### config.mk
export PLATFORM = sky130hd
export DESIGN_NAME = axi4_burst_read_to_wishbone_flat
export DESIGN_NICKNAME = d
export VERILOG_FILES = /design/src/rtl/axi4_burst_read_to_wishbone_pkg.sv /design/src/rtl/axi4_burst_read_to_wishbone_if.sv /design/src/rtl/axi4_burst_read_to_wishbone_sync_fifo.sv /design/src/rtl/axi4_burst_read_to_wishbone.sv /design/src/flat_wrapper.sv
export SDC_FILE = /design/constraint.sdc
export NUM_CORES = 1
export LEC_CHECK = 0
export CORE_MARGIN = 3
export CORE_UTILIZATION = 35
export DETAILED_ROUTE_END_ITERATION = 16
export SLEW_MARGIN = 20
export SYNTH_ARGS = -nofsm -noshare
export SYNTH_HDL_FRONTEND = slang
export SYNTH_SLANG_ARGS = --single-unit
### constraint.sdc
create_clock -name clk -period 6.4 [get_ports clk]
set_input_delay 1.28 -clock clk [delete_from_list [all_inputs] [get_ports clk]]
set_output_delay 1.28 -clock clk [all_outputs]
set_load 0.02 [all_outputs]
### src/rtl/axi4_burst_read_to_wishbone_pkg.sv
// Shared types and constants for the AXI4 read to Wishbone bridge.
package axi_wb_pkg;

    typedef enum logic [1:0] {
        BURST_FIXED = 2'b00,
        BURST_INCR  = 2'b01,
        BURST_WRAP  = 2'b10,
        BURST_RSVD  = 2'b11
    } burst_t;

    localparam logic [1:0] RESP_OKAY   = 2'b00;
    localparam logic [1:0] RESP_SLVERR = 2'b10;

    typedef enum logic [1:0] {
        ST_IDLE,
        ST_BURST,
        ST_ERR_FILL,
        ST_DRAIN
    } state_t;

endpackage

### src/rtl/axi4_burst_read_to_wishbone_if.sv
// AXI4 read channels plus classic Wishbone master signals seen by the bridge.
interface axi4_burst_read_to_wishbone_if #(
    parameter int ADDR_WIDTH = 32,
    parameter int DATA_WIDTH = 32,
    parameter int ID_WIDTH   = 4
);
    logic [ID_WIDTH-1:0]   AXI_ARID;
    logic [ADDR_WIDTH-1:0] AXI_ARADDR;
    logic [7:0]            AXI_ARLEN;
    logic [1:0]            AXI_ARBURST;
    logic                  AXI_ARVALID;
    logic                  AXI_ARREADY;
    logic [ID_WIDTH-1:0]   AXI_RID;
    logic [DATA_WIDTH-1:0] AXI_RDATA;
    logic [1:0]            AXI_RRESP;
    logic                  AXI_RLAST;
    logic                  AXI_RVALID;
    logic                  AXI_RREADY;
    logic                  WB_CYC;
    logic                  WB_STB;
    logic [ADDR_WIDTH-1:0] WB_ADDR;
    logic [DATA_WIDTH-1:0] WB_RDATA;
    logic                  WB_ACK;
    logic                  WB_ERR;

    // The bridge: AXI slave on one side, Wishbone master on the other.
    modport slave (
        input  AXI_ARID, AXI_ARADDR, AXI_ARLEN, AXI_ARBURST, AXI_ARVALID, AXI_RREADY,
               WB_RDATA, WB_ACK, WB_ERR,
        output AXI_ARREADY, AXI_RID, AXI_RDATA, AXI_RRESP, AXI_RLAST, AXI_RVALID,
               WB_CYC, WB_STB, WB_ADDR
    );

    modport master (
        output AXI_ARID, AXI_ARADDR, AXI_ARLEN, AXI_ARBURST, AXI_ARVALID, AXI_RREADY,
               WB_RDATA, WB_ACK, WB_ERR,
        input  AXI_ARREADY, AXI_RID, AXI_RDATA, AXI_RRESP, AXI_RLAST, AXI_RVALID,
               WB_CYC, WB_STB, WB_ADDR
    );
endinterface

### src/rtl/axi4_burst_read_to_wishbone_sync_fifo.sv
// Single-clock FIFO holding response beats between Wishbone and the AXI R channel.
module sync_fifo #(
    parameter int WIDTH = 8,
    parameter int DEPTH = 4
) (
    input  logic                     clk,
    input  logic                     rst_n,
    input  logic                     push,
    input  logic                     pop,
    input  logic [WIDTH-1:0]         wdata,
    output logic [WIDTH-1:0]         rdata,
    output logic                     full,
    output logic                     empty,
    output logic [$clog2(DEPTH):0]   count
);
    localparam int AW = $clog2(DEPTH);

    logic [WIDTH-1:0] mem [DEPTH];
    logic [AW-1:0]    wr_ptr, rd_ptr;

    always_ff @(posedge clk or negedge rst_n) begin
        if (!rst_n) begin
            wr_ptr <= '0;
            rd_ptr <= '0;
            count  <= '0;
        end else begin
            if (push) wr_ptr <= wr_ptr + 1'b1;
            if (pop)  rd_ptr <= rd_ptr + 1'b1;
            if (push && !pop)      count <= count + 1'b1;
            else if (pop && !push) count <= count - 1'b1;
        end
    end

    always_ff @(posedge clk) begin
        if (push) mem[wr_ptr] <= wdata;
    end

    assign rdata = mem[rd_ptr];
    assign full  = (count == (AW+1)'(DEPTH));
    assign empty = (count == '0);

    always @(posedge clk) begin
        if (rst_n) begin
            assert (!(push && full));
            assert (!(pop && empty));
        end
    end
endmodule

### src/rtl/axi4_burst_read_to_wishbone.sv
// Read-only AXI4 slave to classic Wishbone master; WB reads prefetch into a response FIFO.
//  state       | meaning
//  ST_IDLE     | ARREADY high, waiting for a read address
//  ST_BURST    | WB cycle open, one beat pushed per sampled ACK/ERR
//  ST_ERR_FILL | no WB access, pushing SLVERR beats for the remaining count
//  ST_DRAIN    | every beat queued, waiting for the RLAST beat to pop
module axi4_burst_read_to_wishbone
    import axi_wb_pkg::*;
#(
    parameter int ADDR_WIDTH = 32,
    parameter int DATA_WIDTH = 32,
    parameter int ID_WIDTH   = 4,
    parameter int FIFO_DEPTH = 4
) (
    input logic clk,
    input logic rst_n,
    axi4_burst_read_to_wishbone_if.slave bus
);
    localparam int BYTES = DATA_WIDTH / 8;
    localparam int FW    = DATA_WIDTH + 3;
    localparam int CW    = $clog2(FIFO_DEPTH) + 1;

    state_t                state;
    burst_t                burst_q;
    logic                  arready_q;
    logic [ID_WIDTH-1:0]   id_q;
    logic [ADDR_WIDTH-1:0] addr_q, addr_inc, addr_next, wrap_mask;
    logic [7:0]            len_q;
    logic [8:0]            beats_left;
    logic                  ar_hs, ar_legal, last_beat;
    logic                  wb_stb, wb_ack_beat, wb_err_beat, push, pop;
    logic [FW-1:0]         push_word, head_word;
    logic                  fifo_full, fifo_empty;
    logic [CW-1:0]         fifo_count;

    assign ar_hs = bus.AXI_ARVALID & arready_q;

    always_comb begin
        ar_legal = 1'b1;
        if (bus.AXI_ARBURST == BURST_RSVD)
            ar_legal = 1'b0;
        else if (bus.AXI_ARBURST == BURST_WRAP)
            ar_legal = (bus.AXI_ARLEN == 8'd1) || (bus.AXI_ARLEN == 8'd3) ||
                       (bus.AXI_ARLEN == 8'd7) || (bus.AXI_ARLEN == 8'd15);
    end

    // WRAP window is (len+1)*BYTES, a power of two for every accepted burst.
    assign wrap_mask = ADDR_WIDTH'((int'(len_q) + 1) * BYTES - 1);
    assign addr_inc  = addr_q + ADDR_WIDTH'(BYTES);

    always_comb begin
        addr_next = addr_q;
        case (burst_q)
            BURST_INCR: addr_next = addr_inc;
            BURST_WRAP: addr_next = (addr_q & ~wrap_mask) | (addr_inc & wrap_mask);
            default:    addr_next = addr_q;
        endcase
    end

    assign last_beat   = (beats_left == 9'd1);
    assign wb_stb      = (state == ST_BURST) && (fifo_count < CW'(FIFO_DEPTH));
    assign wb_err_beat = wb_stb & bus.WB_ERR;
    assign wb_ack_beat = wb_stb & bus.WB_ACK & ~bus.WB_ERR;
    assign push        = wb_ack_beat | wb_err_beat | ((state == ST_ERR_FILL) & ~fifo_full);
    assign push_word   = wb_ack_beat ? {bus.WB_RDATA, RESP_OKAY, last_beat}
                                     : {{DATA_WIDTH{1'b0}}, RESP_SLVERR, last_beat};
    assign pop         = ~fifo_empty & bus.AXI_RREADY;

    always_ff @(posedge clk or negedge rst_n) begin
        if (!rst_n) begin
            state      <= ST_IDLE;
            arready_q  <= 1'b1;
            id_q       <= '0;
            addr_q     <= '0;
            len_q      <= '0;
            burst_q    <= BURST_FIXED;
            beats_left <= '0;
        end else begin
            case (state)
                ST_IDLE: if (ar_hs) begin
                    id_q       <= bus.AXI_ARID;
                    addr_q     <= bus.AXI_ARADDR & ~ADDR_WIDTH'(BYTES - 1);
                    len_q      <= bus.AXI_ARLEN;
                    burst_q    <= burst_t'(bus.AXI_ARBURST);
                    beats_left <= {1'b0, bus.AXI_ARLEN} + 9'd1;
                    arready_q  <= 1'b0;
                    state      <= ar_legal ? ST_BURST : ST_ERR_FILL;
                end
                ST_BURST: if (push) begin
                    beats_left <= beats_left - 9'd1;
                    if (wb_ack_beat) addr_q <= addr_next;
                    if (last_beat)        state <= ST_DRAIN;
                    else if (wb_err_beat) state <= ST_ERR_FILL;
                end
                ST_ERR_FILL: if (push) begin
                    beats_left <= beats_left - 9'd1;
                    if (last_beat) state <= ST_DRAIN;
                end
                ST_DRAIN: if (pop && head_word[0]) begin
                    state     <= ST_IDLE;
                    arready_q <= 1'b1;
                end
                default: state <= ST_IDLE;
            endcase
        end
    end

    sync_fifo #(.WIDTH(FW), .DEPTH(FIFO_DEPTH)) u_resp_fifo (
        .clk   (clk),
        .rst_n (rst_n),
        .push  (push),
        .pop   (pop),
        .wdata (push_word),
        .rdata (head_word),
        .full  (fifo_full),
        .empty (fifo_empty),
        .count (fifo_count)
    );

    // Gate ARREADY with reset so it is 0 in reset yet 1 on the first cycle after release.
    assign bus.AXI_ARREADY = arready_q & rst_n;
    assign bus.AXI_RID     = id_q;
    assign bus.AXI_RVALID  = ~fifo_empty;
    assign {bus.AXI_RDATA, bus.AXI_RRESP, bus.AXI_RLAST} = fifo_empty ? '0 : head_word;
    assign bus.WB_CYC      = (state == ST_BURST);
    assign bus.WB_STB      = wb_stb;
    assign bus.WB_ADDR     = addr_q;
endmodule
### src/flat_wrapper.sv
// flat-port wrapper written by rule: the top's interface ports become plain ports
module axi4_burst_read_to_wishbone_flat import axi_wb_pkg::*;
#(
    parameter int ADDR_WIDTH = 32,
    parameter int DATA_WIDTH = 32,
    parameter int ID_WIDTH   = 4,
    parameter int FIFO_DEPTH = 4
)
  (clk, rst_n, bus_AXI_ARID, bus_AXI_ARADDR, bus_AXI_ARLEN, bus_AXI_ARBURST, bus_AXI_ARVALID, bus_AXI_RREADY, bus_WB_RDATA, bus_WB_ACK, bus_WB_ERR, bus_AXI_ARREADY, bus_AXI_RID, bus_AXI_RDATA, bus_AXI_RRESP, bus_AXI_RLAST, bus_AXI_RVALID, bus_WB_CYC, bus_WB_STB, bus_WB_ADDR);
  axi4_burst_read_to_wishbone_if #(.ADDR_WIDTH(ADDR_WIDTH), .DATA_WIDTH(DATA_WIDTH), .ID_WIDTH(ID_WIDTH)) bus_i ();
  input logic clk;
  input logic rst_n;
  input wire logic [$bits(bus_i.AXI_ARID)-1:0] bus_AXI_ARID;
  input wire logic [$bits(bus_i.AXI_ARADDR)-1:0] bus_AXI_ARADDR;
  input wire logic [$bits(bus_i.AXI_ARLEN)-1:0] bus_AXI_ARLEN;
  input wire logic [$bits(bus_i.AXI_ARBURST)-1:0] bus_AXI_ARBURST;
  input wire logic [$bits(bus_i.AXI_ARVALID)-1:0] bus_AXI_ARVALID;
  input wire logic [$bits(bus_i.AXI_RREADY)-1:0] bus_AXI_RREADY;
  input wire logic [$bits(bus_i.WB_RDATA)-1:0] bus_WB_RDATA;
  input wire logic [$bits(bus_i.WB_ACK)-1:0] bus_WB_ACK;
  input wire logic [$bits(bus_i.WB_ERR)-1:0] bus_WB_ERR;
  output wire logic [$bits(bus_i.AXI_ARREADY)-1:0] bus_AXI_ARREADY;
  output wire logic [$bits(bus_i.AXI_RID)-1:0] bus_AXI_RID;
  output wire logic [$bits(bus_i.AXI_RDATA)-1:0] bus_AXI_RDATA;
  output wire logic [$bits(bus_i.AXI_RRESP)-1:0] bus_AXI_RRESP;
  output wire logic [$bits(bus_i.AXI_RLAST)-1:0] bus_AXI_RLAST;
  output wire logic [$bits(bus_i.AXI_RVALID)-1:0] bus_AXI_RVALID;
  output wire logic [$bits(bus_i.WB_CYC)-1:0] bus_WB_CYC;
  output wire logic [$bits(bus_i.WB_STB)-1:0] bus_WB_STB;
  output wire logic [$bits(bus_i.WB_ADDR)-1:0] bus_WB_ADDR;
  assign bus_i.AXI_ARID = bus_AXI_ARID;
  assign bus_i.AXI_ARADDR = bus_AXI_ARADDR;
  assign bus_i.AXI_ARLEN = bus_AXI_ARLEN;
  assign bus_i.AXI_ARBURST = bus_AXI_ARBURST;
  assign bus_i.AXI_ARVALID = bus_AXI_ARVALID;
  assign bus_i.AXI_RREADY = bus_AXI_RREADY;
  assign bus_i.WB_RDATA = bus_WB_RDATA;
  assign bus_i.WB_ACK = bus_WB_ACK;
  assign bus_i.WB_ERR = bus_WB_ERR;
  assign bus_AXI_ARREADY = bus_i.AXI_ARREADY;
  assign bus_AXI_RID = bus_i.AXI_RID;
  assign bus_AXI_RDATA = bus_i.AXI_RDATA;
  assign bus_AXI_RRESP = bus_i.AXI_RRESP;
  assign bus_AXI_RLAST = bus_i.AXI_RLAST;
  assign bus_AXI_RVALID = bus_i.AXI_RVALID;
  assign bus_WB_CYC = bus_i.WB_CYC;
  assign bus_WB_STB = bus_i.WB_STB;
  assign bus_WB_ADDR = bus_i.WB_ADDR;
  axi4_burst_read_to_wishbone #(.ADDR_WIDTH(ADDR_WIDTH), .DATA_WIDTH(DATA_WIDTH), .ID_WIDTH(ID_WIDTH), .FIFO_DEPTH(FIFO_DEPTH)) u_core (.clk(clk), .rst_n(rst_n), .bus(bus_i));
endmodule
Yosys cells after proc, flatten, opt, wreduce, memory -nomap -nowiden --
Memory sizes are Yosys's and may differ from the RTL's. Cells that the tools add are included.
Cells by class: add/sub/neg operators 9, $mul 0, div/mod/pow operators 0, order comparisons 1, equal/unequal tests 22, shift operators 0, mux-type cells 28, bitwise logic cells 16, reduce and logical (&&, ||, !) cells 21
Operator list (number):
- one-hot mux 32 bit (2 select lines) | 2
- 2-to-1 mux 32 bit | 3
- 2-to-1 mux 35 bit | 2
- AND 32 bit | 2
- adder 32 x 3 -> 32 bit, second input constant | 1
- NOT 32 bit | 1
- OR 32 bit | 1
- subtractor 32 x 2 -> 32 bit, second input constant | 1
- adder 8 x 1 -> 9 bit, second input constant | 2
- 2-to-1 mux 9 bit | 2
- one-hot mux 9 bit (2 select lines) | 1
- 2-to-1 mux 2 bit | 8
- inequality test 2 x 1 -> 1 bit, second input constant | 6
- equality test 2 bit, second input constant | 5
- equality test 9 x 1 -> 1 bit, second input constant | 1
- subtractor 9 x 1 -> 9 bit, second input constant | 1
- equality test 8 x 1 -> 1 bit, second input constant | 1
- equality test 8 x 2 -> 1 bit, second input constant | 1
- equality test 8 x 3 -> 1 bit, second input constant | 1
- equality test 8 x 4 -> 1 bit, second input constant | 1
- one-hot mux 2 bit (4 select lines) | 1
- nonzero test 2 bit | 4
- AND 1 bit | 7
- 2-to-1 mux 1 bit | 6
- other kinds (22) | 36
Storage, ports and cells: flip-flop bits (word level) 65, latch bits 0, memory bits (writable) 140, bits in read-only memories 0, output and inout port bits 75, memories kept 1
Memories:
- u_core.u_resp_fifo.mem | depth 4, bits a word 35, rd ports 1, clocked after memory_dff 0, wr ports 1, RTL line axi4_burst_read_to_wishbone_sync_fifo.sv:18 | logic [WIDTH-1:0] mem [DEPTH];

Depth between registers and ports, before layout --
depth in word-level cells 10, depth in mapped cells 11, gate-level depth less buffers 11

By module --
From an unflattened synthesis, not the netlist that was laid out.
Second synthesis, totals: cell total of the unflattened synthesis 771, area total of the unflattened synthesis 10118.5 µm²
By module, submodules not included:
- sync_fifo | times used 1, cells each 217, area each 5500.3 µm²
- axi4_burst_read_to_wishbone | times used 1, cells each 554, area each 4618.2 µm²

Worst setup path after synthesis --
No wires, ideal clock.
kind input to register, from input bus_WB_ACK, to memory u_core.u_resp_fifo.mem[0][0] (netlist bit) (enable), arrival time 2.529 ns, required time 6.006 ns, path slack 3.477 ns, stages 4, buffers on the path 0, cell sequence o21a_1 -> o21bai_1 -> nand2_1 -> and2_1
Between the ends: cells in the longest elaborated chain, start to end 6
RTL lines:
- start, declared | RTL line flat_wrapper.sv:20 | input wire logic [$bits(bus_i.WB_ACK)-1:0] bus_WB_ACK;
- AND 1 bit (2 in series) | RTL line axi4_burst_read_to_wishbone.sv:63 | assign wb_ack_beat = wb_stb & bus.WB_ACK & ~bus.WB_ERR;
- OR 1 bit (2 in series) | RTL line axi4_burst_read_to_wishbone.sv:64 | assign push = wb_ack_beat | wb_err_beat | ((state == ST_ERR_FILL) & ~fifo_full);
- via u_core.push | RTL line axi4_burst_read_to_wishbone.sv:31 | logic wb_stb, wb_ack_beat, wb_err_beat, push, pop;
- 2-to-1 mux 1 bit | RTL line axi4_burst_read_to_wishbone_sync_fifo.sv:35 | if (push) mem[wr_ptr] <= wdata;
- 2-to-1 mux 1 bit (implied by the code) | RTL line axi4_burst_read_to_wishbone_sync_fifo.sv:35
- end, declared | RTL line axi4_burst_read_to_wishbone_sync_fifo.sv:18
The timed path passes the listed nets, and every way through them passes these cells.

Worst setup path in the final report --
from register u_core.u_resp_fifo.rd_ptr[0], to output bus_AXI_RDATA[13]
Between the ends: cells in the longest elaborated chain, start to end 2
RTL lines:
- start, declared | RTL line axi4_burst_read_to_wishbone_sync_fifo.sv:19 | logic [AW-1:0] wr_ptr, rd_ptr;
- start signal, assigned | RTL line axi4_burst_read_to_wishbone_sync_fifo.sv:28 | if (pop) rd_ptr <= rd_ptr + 1'b1;
- memory read (4 x 35 bit)
- 2-to-1 mux 35 bit | RTL line axi4_burst_read_to_wishbone.sv:124 | assign {bus.AXI_RDATA, bus.AXI_RRESP, bus.AXI_RLAST} = fifo_empty ? '0 : head_word;
- end, declared | RTL line flat_wrapper.sv:24 | output wire logic [$bits(bus_i.AXI_RDATA)-1:0] bus_AXI_RDATA;
Every way passes these cells.

==> impl_metrics.json <==
{
  "mostFrequentLayoutCell": "clkdlybuf4s50_1",
  "slew_headroom_pct": 33.46,
  "dr.pass1.iters": 5,
  "grt_setup_unrepaired": "false",
  "multiInputGateArea_sq_mm": 0.003789,
  "cts_hold_buffers": 0,
  "syn_avg_cell_area_sq_um": 12.87,
  "num-nets-final": 998,
  "hold_viol": 0,
  "drtAntennaViolNets": 0,
  "drt-vias-per-instance": 5.112,
  "ctsResizeCount": 0,
  "crit_slowest_cell": "dfrtp_2",
  "fin_skew_ns": 0.01777,
  "ys_seq_area_share_pct": 58.25,
  "period_needed_ns": 4.266,
  "post_drt_wl_per_cell_microns": 18.09,
  "rows": 60,
  "syn-instance-count": 755,
  "root_buffer": "clkbuf_16",
  "ir_drop_uv": 218.1,
  "cts_buffer_depth": 2,
  "cts_tree": "done",
  "core_sq_mm": 0.02710,
  "fmax_ghz": 0.2344,
  "worstPathMaxFanout": 19,
  "critical_path.max_stage_delay_ns": 0.81,
  "dieArea_sq_mm": 0.02980,
  "status": "complete, no violations",
  "layout_common_cells": "152 x clkdlybuf4s50_1, 136 x edfxtp_1, 70 x and2_1",
  "fin_crit_sh_pct": 66.66,
  "postCtsSetupBuffers": 0,
  "htree_levels": 4,
  "synth_cell_types": 73,
  "p_leak_nw": 4.274,
  "antenna_found_initial": 1,
  "grt_pass1_vias": 6681,
  "die_y_microns": 172.6,
  "setup_tns_ns": 0,
  "fin_area_sq_mm": 0.01225,
  "placed_area_sq_mm": 0.01159,
  "clock_latency_ns": 0.44,
  "cts_sinks": 199,
  "setup_viol": 0,
  "synthArstFlopShare_pct": 31.66,
  "critical_path_required_ns": 5.12,
  "drive_above_1_share_pct": 11.98,
  "arrival_ns": 2.99,
  "area_growth_pct": 25.99,
  "die_x_microns": 172.6,
  "yosysWarnings": 0,
  "grt_overflow_total": 0,
  "cap_violations": 0,
  "routabilityCongestion": 0.8120,
  "grt_pass1_wl_mm": 37.45,
  "port-buffer-count": 153,
  "grt_max_degree": 64,
  "drtIter0Drc": 378,
  "fin_util_pct": 45.18,
  "ys.flop_type": "edfxtp_1",
  "crit_type": "reg -> out",
  "yosys_register_bits": 199,
  "cp-end-kind": "primary output",
  "synth_edf_count": 136,
  "num-fill-cells": 2485,
  "worstMarginPinSlew_ns": 0.9981,
  "path_buf_inv": 2,
  "pin_count": 159,
  "worstPathCellList": "buf_4 > mux4_2 > and2_1 > clkdlybuf4s50_1",
  "grt_util_all_layers_pct": 15.65,
  "hpwl_mm": 15.40,
  "start_kind": "register",
  "vias": 6564,
  "drc": 0,
  "wl_mm": 23.23,
  "clkTransAtPathRegs_ns": 0.08,
  "cts_buffers": 17,
  "maxSlewViolCount": 0,
  "cp_top_family": "buffers and inverters",
  "seq_area_sq_mm": 0.005663,
  "hold_class": "reg -> reg",
  "p_per_area_mw_per_mm2": 532.1,
  "start_util_pct": 35.86,
  "synth_area_sq_mm": 0.009719
}
## per-stage QoR
| stage | instances | worst slack, ns | total power, mW | hold slack, ns |
|---|---|---|---|---|
| global route | 1283 | 1.901 | 6.952 | 0.5241 |
| floorplan | 757 | 3.477 | 4.251 | 0.4958 |
| finish | 1284 | 2.134 | 6.515 | 0.5136 |
| CTS | 1282 | 2.014 | 6.605 | 0.5162 |
| global placement | 1250 | 2.107 | 5.403 | 0.4870 |
| detailed placement | 1250 | 2.081 | 5.442 | 0.4927 |
## final timing paths
path                                         startpoint                            to  slack, ns  cells past startpoint
min                               u_core.bus.AXI_RID[1]         u_core.bus.AXI_RID[1]       0.51                      1
min reg2reg                       u_core.bus.AXI_RID[1]         u_core.bus.AXI_RID[1]       0.51                      1
max                        u_core.u_resp_fifo.rd_ptr[0]             bus_AXI_RDATA[13]       2.13                      4
max in group asynchronous                         rst_n  u_core.u_resp_fifo.rd_ptr[0]       4.74                      2
min in group asynchronous                         rst_n  u_core.u_resp_fifo.wr_ptr[0]       1.08                      2
max reg2reg                             u_core.state[1]        u_core.bus.WB_ADDR[30]       3.14                     10
## metal layers
metal	global-route usage (%)	wire, microns
met3	3.382	882
met2	25.21	11280
met1	21.57	10790
met4	4.326	280
met5	0	0
## synthesized netlist by cell type (3+ instances only)
cell type,n,area (sq um)
o2bb2ai_1,3,26.28
nand3_1,29,145.1
nand2b_1,5,31.28
dfrtp_1,62,1551
xor2_1,7,61.31
inv_1,23,86.33
nor3_1,10,50.05
or3_1,9,56.30
o21a_1,3,22.52
nor2b_1,3,18.77
nor3b_1,3,22.52
mux4_2,34,765.7
ha_1,16,200.2
buf_4,3,22.52
buf_2,9,45.04
clkbuf_1,24,90.09
edfxtp_1,136,4084
a21oi_1,47,235.2
xnor2_1,14,122.6
a22o_1,4,35.03
mux2_2,14,157.7
nand2_1,43,161.4
buf_6,3,33.78
nor2_1,21,78.83
a21o_1,7,52.55
o22ai_1,14,87.58
and2_1,74,462.9
o21ai_1,6,30.03
o21ai_0,28,140.1
a211o_1,5,43.79
mux2i_1,5,50.05
and3_1,11,68.82
a211oi_1,3,22.52
a31oi_1,9,56.30
nor4_1,8,50.05
nand4_1,9,56.30
and4_1,4,35.03
## cells by family after synthesis
family	after synthesis	share of synthesized area, %
adders and majority gates	17	2.266
xor gates and xnor gates	21	1.892
buffers and inverters	63	2.896
and+or+nand+nor	235	13.27
muxes	56	10.40
AOI/OAI and AO/OA	163	10.98
DFF	199	58.25
other	1	0.03858
## sequential cells by signal (all words and copies together) (netlist names), 3 cells and up
register,cells
u_core.bus.WB_ADDR,30
u_core.bus.AXI_RID,4
u_core.u_resp_fifo.mem,136
u_core.u_resp_fifo.count,3
u_core.len_q,8
u_core.beats_left,9
## power breakdown
part,internal (mW),switching (mW)
registers,1.91,0.383
clock network,0.556,0.587
logic,1.45,1.63
## final cells by class
type	instances	share of cell area [%]
inverter	23	0.7050
timing repair buffer	161	12.96
clock inverter	15	1.839
tap	372	3.801
clock buffer	17	3.474
sequential	199	46.24
multi-input combinational	495	30.94
antenna	2	0.04087
## worst reg2reg max path: stages (launching register included)
cell,delay [ns]
dfrtp_1,0.41
inv_1,0.08
ha_1,0.20
buf_4,0.29
inv_1,0.11
buf_4,0.30
nand2_1,0.17
a21oi_2,0.74
o21ai_2,0.33
a21o_1,0.25
a211o_1,0.29
(Power assumes the default switching activity.)
